==> config.mk <==
export PLATFORM = sky130hd
export DESIGN_NAME = attract_pilot
export DESIGN_NICKNAME = d
export VERILOG_FILES = /design/src/rtl/galaxian_pkg.sv /design/src/rtl/lfsr16.sv /design/src/rtl/attract_pilot.sv
export SDC_FILE = /design/constraint.sdc
export NUM_CORES = 1
export LEC_CHECK = 0
export CORE_MARGIN = 2
export CORE_UTILIZATION = 25
export DETAILED_ROUTE_END_ITERATION = 10
export PLACE_DENSITY = 0.48
export RECOVER_POWER = 50
export REMOVE_ABC_BUFFERS = 1
export SYNTH_ARGS = -nofsm -noshare
export SYNTH_HDL_FRONTEND = slang
export SYNTH_SLANG_ARGS = --single-unit
==> constraint.sdc <==
create_clock -name frame_clk -period 2.1 [get_ports frame_clk]
set_clock_uncertainty 0.15 [all_clocks]
set_input_delay 0.42 -clock frame_clk [delete_from_list [all_inputs] [get_ports frame_clk]]
set_output_delay 0.42 -clock frame_clk [all_outputs]
set_load 0.02 [all_outputs]
==> src/rtl/galaxian_pkg.sv <==
// Shared keycode constants, pilot state codes and LFSR step for galaxian blocks.
package galaxian_pkg;

  localparam logic [7:0] KEY_NONE  = 8'h00;
  localparam logic [7:0] KEY_A     = 8'h04;
  localparam logic [7:0] KEY_D     = 8'h07;
  localparam logic [7:0] KEY_SPACE = 8'h2C;

  typedef logic [2:0] pilot_state_t;

  localparam pilot_state_t ST_WAIT   = 3'd0;
  localparam pilot_state_t ST_CHOOSE = 3'd1;
  localparam pilot_state_t ST_MOVE_L = 3'd2;
  localparam pilot_state_t ST_MOVE_R = 3'd3;
  localparam pilot_state_t ST_HOLD   = 3'd4;
  localparam pilot_state_t ST_FIRE   = 3'd5;

  localparam logic [15:0] LFSR_TAPS = 16'hB400;

  function automatic logic [15:0] lfsr_step(input logic [15:0] v);
    return (v >> 1) ^ (v[0] ? LFSR_TAPS : 16'h0000);
  endfunction

endpackage

==> src/rtl/lfsr16.sv <==
// Free-running 16-bit right-shift Galois LFSR; a zero seed is coerced to 1.
module lfsr16
  import galaxian_pkg::*;
(
  input  logic        clk,
  input  logic        reset,
  input  logic [15:0] seed,
  output logic [15:0] q
);

  logic [15:0] init;

  assign init = (seed == 16'h0000) ? 16'h0001 : seed;

  always_ff @(posedge clk or posedge reset) begin
    if (reset) q <= init;
    else       q <= lfsr_step(q);
  end

endmodule

==> src/rtl/attract_pilot.sv <==
// Attract-mode keycode source: pseudo-random pilot until a user key arrives.
// Define ATTRACT_FIRE_EN to compile in the FIRE action.
module attract_pilot
  import galaxian_pkg::*;
#(
  parameter int unsigned IDLE_FRAMES = 600,
  parameter int unsigned MOVE_MIN    = 16,
  parameter logic [7:0]  MOVE_MASK   = 8'h3F,
  parameter int unsigned X_GUARD_LO  = 40,
  parameter int unsigned X_GUARD_HI  = 600,
  parameter logic [15:0] LFSR_SEED   = 16'hACE1
) (
  input  logic       Reset,
  input  logic       frame_clk,
  input  logic       attract_en,
  input  logic [7:0] user_keycode,
  input  logic [9:0] PlayerX,
  output logic [7:0] keycode,
  output logic       demo_active
);

  localparam int unsigned IDLE_LAST_I = IDLE_FRAMES - 1;
  localparam logic [15:0] IDLE_LAST   = IDLE_LAST_I[15:0];
  localparam logic [7:0]  DUR_MIN     = MOVE_MIN[7:0];
  localparam logic [9:0]  GUARD_LO    = X_GUARD_LO[9:0];
  localparam logic [9:0]  GUARD_HI    = X_GUARD_HI[9:0];

  pilot_state_t state, state_n;
  logic [15:0]  idle_cnt, idle_n;
  logic [7:0]   dur_cnt, dur_n;
  logic [7:0]   key_n;
  logic         demo_n;
  logic [15:0]  lfsr;
  logic         takeover;

  lfsr16 u_lfsr (
    .clk   (frame_clk),
    .reset (Reset),
    .seed  (LFSR_SEED),
    .q     (lfsr)
  );

  assign takeover = (user_keycode != KEY_NONE) || !attract_en;

`ifdef ATTRACT_FIRE_EN
  logic fire_phase, phase_n;
`endif

  always_comb begin
    state_n = state;
    idle_n  = idle_cnt;
    dur_n   = dur_cnt;
    key_n   = KEY_NONE;
    demo_n  = 1'b1;
`ifdef ATTRACT_FIRE_EN
    phase_n = fire_phase;
`endif
    if (takeover) begin
      state_n = ST_WAIT;
      idle_n  = 16'd0;
      key_n   = user_keycode;
      demo_n  = 1'b0;
    end else begin
      unique case (state)
        ST_WAIT: begin
          key_n  = user_keycode;
          demo_n = 1'b0;
          if (idle_cnt == IDLE_LAST) begin
            state_n = ST_CHOOSE;
            demo_n  = 1'b1;
          end else begin
            idle_n = idle_cnt + 16'd1;
          end
        end
        ST_CHOOSE: begin
          dur_n = DUR_MIN + (lfsr[15:8] & MOVE_MASK);
          unique case (lfsr[1:0])
            2'b00: begin
              state_n = ST_MOVE_L;
              key_n   = KEY_A;
            end
            2'b01: begin
              state_n = ST_MOVE_R;
              key_n   = KEY_D;
            end
            2'b10: state_n = ST_HOLD;
            2'b11: begin
`ifdef ATTRACT_FIRE_EN
              state_n = ST_FIRE;
              key_n   = KEY_SPACE;
              phase_n = 1'b0;
`else
              state_n = ST_HOLD;
`endif
            end
          endcase
        end
        ST_MOVE_L: begin
          // Guard beats expiry so the ship never pins against an edge.
          if (PlayerX <= GUARD_LO) begin
            state_n = ST_MOVE_R;
            key_n   = KEY_D;
          end else if (dur_cnt == 8'd0) begin
            state_n = ST_CHOOSE;
          end else begin
            dur_n = dur_cnt - 8'd1;
            key_n = KEY_A;
          end
        end
        ST_MOVE_R: begin
          if (PlayerX >= GUARD_HI) begin
            state_n = ST_MOVE_L;
            key_n   = KEY_A;
          end else if (dur_cnt == 8'd0) begin
            state_n = ST_CHOOSE;
          end else begin
            dur_n = dur_cnt - 8'd1;
            key_n = KEY_D;
          end
        end
        ST_HOLD: begin
          if (dur_cnt == 8'd0) state_n = ST_CHOOSE;
          else                 dur_n   = dur_cnt - 8'd1;
        end
`ifdef ATTRACT_FIRE_EN
        ST_FIRE: begin
          if (dur_cnt == 8'd0) begin
            state_n = ST_CHOOSE;
          end else begin
            dur_n   = dur_cnt - 8'd1;
            key_n   = fire_phase ? KEY_SPACE : KEY_NONE;
            phase_n = ~fire_phase;
          end
        end
`endif
        default: begin
          state_n = ST_WAIT;
          idle_n  = 16'd0;
          demo_n  = 1'b0;
        end
      endcase
    end
  end

  always_ff @(posedge frame_clk or posedge Reset) begin
    if (Reset) begin
      state       <= ST_WAIT;
      idle_cnt    <= 16'd0;
      dur_cnt     <= 8'd0;
      keycode     <= KEY_NONE;
      demo_active <= 1'b0;
    end else begin
      state       <= state_n;
      idle_cnt    <= idle_n;
      dur_cnt     <= dur_n;
      keycode     <= key_n;
      demo_active <= demo_n;
    end
  end

`ifdef ATTRACT_FIRE_EN
  always_ff @(posedge frame_clk or posedge Reset) begin
    if (Reset) fire_phase <= 1'b0;
    else       fire_phase <= phase_n;
  end
`endif

endmodule

==> run_results.csv <==
group,metric,value,unit
power,ir_worst_vdd,0.2610,mV
yosys,ys_ff_latch,52,
power,powerDensity,515.0,nW/µm²
global_route,antenna_found_initial,0,
place,dp.cells,439,
setup_path,path_max_fanout,4,
route,drt_iter0_markers,44,
yosys,synth_top_area_frac,0.4310,
clocking,clkSinkCount,52,
layout,antennaDiodeCount,0,
clocking,tritoncts,"yes",
place,globalplace.congestion,0.7897,
timing,maxSlewViolCount,0,
floorplanning,die-area,11050,µm²
outcome,violations,"negative setup slack",
timing,setup_viol,2,
setup_path,path_class,"reg -> reg",
power,p_leak,0.001524,µW
flow_run,cap_violations,0,
floorplanning,start_util,0.2590,
yosys,ys_warn_count,0,
outcome,status,"finished with violations",
route,route.detailed.drc,0,
yosys,synth_edf_count,0,
global_route,grt-ovfl-total,0,
global_route,grt_max_degree,53,
clocking,insertion_delay,0.31,ns
min_path,min_path_type,"reg -> reg",
route,vias_per_cell,4.639,
timing,worst_pin_slew,1.138,ns
yosys,syn_area_per_cell,10.56,µm²
global_route,grt_pass1_vias,2177,
clocking,cts_hold_buf,0,
clocking,cts_buffer_depth,2,
layout,fin_util,0.3574,
setup_path,crit_path_end_kind,"flip-flop",
timing,worst_slack,-0.03200,ns
floorplanning,boundaryPins,30,
layout,finalNetCount,341,
route,vias,2092,
timing,min_period_over_period,1.015,
place,dp_hpwl,4457,µm
route,drtAntennaViolNets,0,
floorplanning,die_width,105.1,µm
floorplanning,fp.dieH,105.1,µm
timing,rsz0062_at_grt,"yes",
clocking,cts_root_buffer,"clkbuf_8",
yosys,synth_ff_type,"dfrtp_1",
timing,slew_headroom,0.2411,
yosys,synth_area_leaders,"dfrtp_1 43%, dfstp_2 8.2%, xor2_1 3.1%",
setup_path,worstPathRequired,2.16,ns
global_route,grt_usage,0.1168,
layout,area_delta_synth_final,38.00,%
yosys,syn_inst,242,
clocking,cts_buffers,5,
layout,final_cells,451,
timing,finalHoldViolations,0,
yosys,seq_area_frac_synth,0.5132,
timing,finalCriticalPeriod,2.132,ns
clocking,clk_pin_slew,0.10,ns
yosys,yosysTopAreaCell,"dfrtp_1",
setup_path,critPathArrivalTime,2.19,ns
yosys,yosysMostFrequentCell,"dfrtp_1",
clocking,h-tree-depth,2,
layout,drive_gt1_frac,0.2987,
route,wl,6092,µm
floorplanning,rows,36,
yosys,synth.distinct_cells,54,
setup_path,crit_path_start_kind,"flip-flop",
global_route,grt_pass1_wl,10490,µm
timing,fmax,469.0,MHz
yosys,async_flop_share,1.000,
place,port_buffers,29,
route,detail_route.wl_per_cell,13.51,µm
floorplanning,fp.coreArea,9864,µm²
yosys,syn_area,2555,µm²
power,total_power,1816,µW
yosys,synthTopCellsByCount,"44 x dfrtp_1, 17 x nand2_1, 17 x nor2_1",
route,first_pass_iters,4,
[final timing paths]
check,startpoint,endpoint,slack (ns),cells after the start
max reg2reg,dur_cnt[0]$_DFFE_PP0P_,dur_cnt[6]$_DFFE_PP0P_,-0.03,8
min,u_lfsr.q[2]$_DFF_PP0_,u_lfsr.q[1]$_DFF_PP0_,0.19,0
max in group asynchronous,Reset,state[0]$_DFFE_PP0P_,0.25,3
min reg2reg,u_lfsr.q[2]$_DFF_PP0_,u_lfsr.q[1]$_DFF_PP0_,0.19,0
min in group asynchronous,Reset,idle_cnt[5]$_DFFE_PP0P_,0.78,3
max,dur_cnt[0]$_DFFE_PP0P_,dur_cnt[6]$_DFFE_PP0P_,-0.03,8
[where the power goes]
group,switching (µW),internal [µW],leakage [µW],total [µW]
clock network,337,353,0.0000541,690
registers,1.95,1010,0.000676,1010
logic,53.8,61.1,0.000794,115
total,392,1420,0.00152,1820
[cells by family (layout without fill, tap and decap cells)]
family	Yosys count	after routing	synth area share
buffers and inverters	20	96	0.03869
flip-flops	52	52	0.5132
adder cells (fa/ha/maj)	3	3	0.01469
AND/OR/NAND/NOR	96	96	0.2243
multiplexers	2	2	0.009793
AO/OA/AOI/OAI	60	60	0.1685
XOR/XNOR	9	9	0.03085
[per-layer routing]
metal  up-vias  share of wire  GRT usage
li1       1035              -          -
met1      1015           0.48     0.1579
met2        34           0.48     0.1897
met3         8          0.030    0.02745
met4         0          0.010    0.02571
met5         -              0          0
[state kept, by name, indices dropped and copies added (netlist names)]
name,count
dur_cnt,8
demo_active,1
keycode,8
state,3
idle_cnt,16
u_lfsr.q,16
[area by class of cell]
class                   instances  area [µm²]
repair buffers                 81       691.9
clock buffers                   5       68.82
clock inverters                 3       42.54
well taps                     133       166.4
flip-flops and latches         52        1314
multi-input cells             170        1216
fillers                      1003        6339
inverters                       7       26.28
[critical path: stages, from the launching register on]
cell     delay (ns)
dfrtp_1        0.41
inv_2          0.08
ha_4           0.12
or3b_4         0.41
nor2_8         0.16
nor4_4         0.07
buf_4          0.16
o221a_2        0.29
o22a_1         0.19
[through the flow]
step / TNS (ns) / hold slack [ns] / area (µm²) / setup slack, ns
3_3_place_gp: -4.301 / 0.1837 / 3312 / -0.2936
5_1_grt: -0.3768 / 0.2049 / 3526 / -0.09352
4_1_cts: -0.03816 / 0.1946 / 3455 / -0.02066
3_5_place_dp: -4.946 / 0.1879 / 3312 / -0.3211
6_report: -0.03996 / 0.1907 / 3526 / -0.03200
2_1_floorplan: -1.751 / 0.1812 / 2482 / -0.2288
[cell usage in the layout, fill, tap and decap left out, types with 2 or more instances in the layout]
cell type,instances
nor4b_1,2
o31ai_1,6
clkdlybuf4s50_1,22
a21oi_1,11
o2bb2ai_1,5
or3b_4,2
clkbuf_8,5
a31oi_1,3
dfrtp_1,42
dfrtp_2,2
xor2_1,9
o22a_1,3
or3_1,2
or4_1,2
nand2b_1,4
and2_1,3
a21oi_2,2
and3_1,5
dfstp_2,8
o211ai_1,2
nand2_1,16
nand4_1,9
a211oi_1,2
dlygate4sd3_1,3
nor3_1,7
inv_1,4
buf_4,50
inv_2,2
dlymetal6s2s_1,4
o21ai_0,12
nor2_1,17
nand3_1,9
nor2b_1,3
nor4b_2,2
[repair_timing]
item	CTS	global route
gates resized for setup	4	19
endpoints found under the setup margin	10	24
pin swaps	4	11
buffers inserted	3	2
Note: power is estimated with default switching activity, not from simulation.
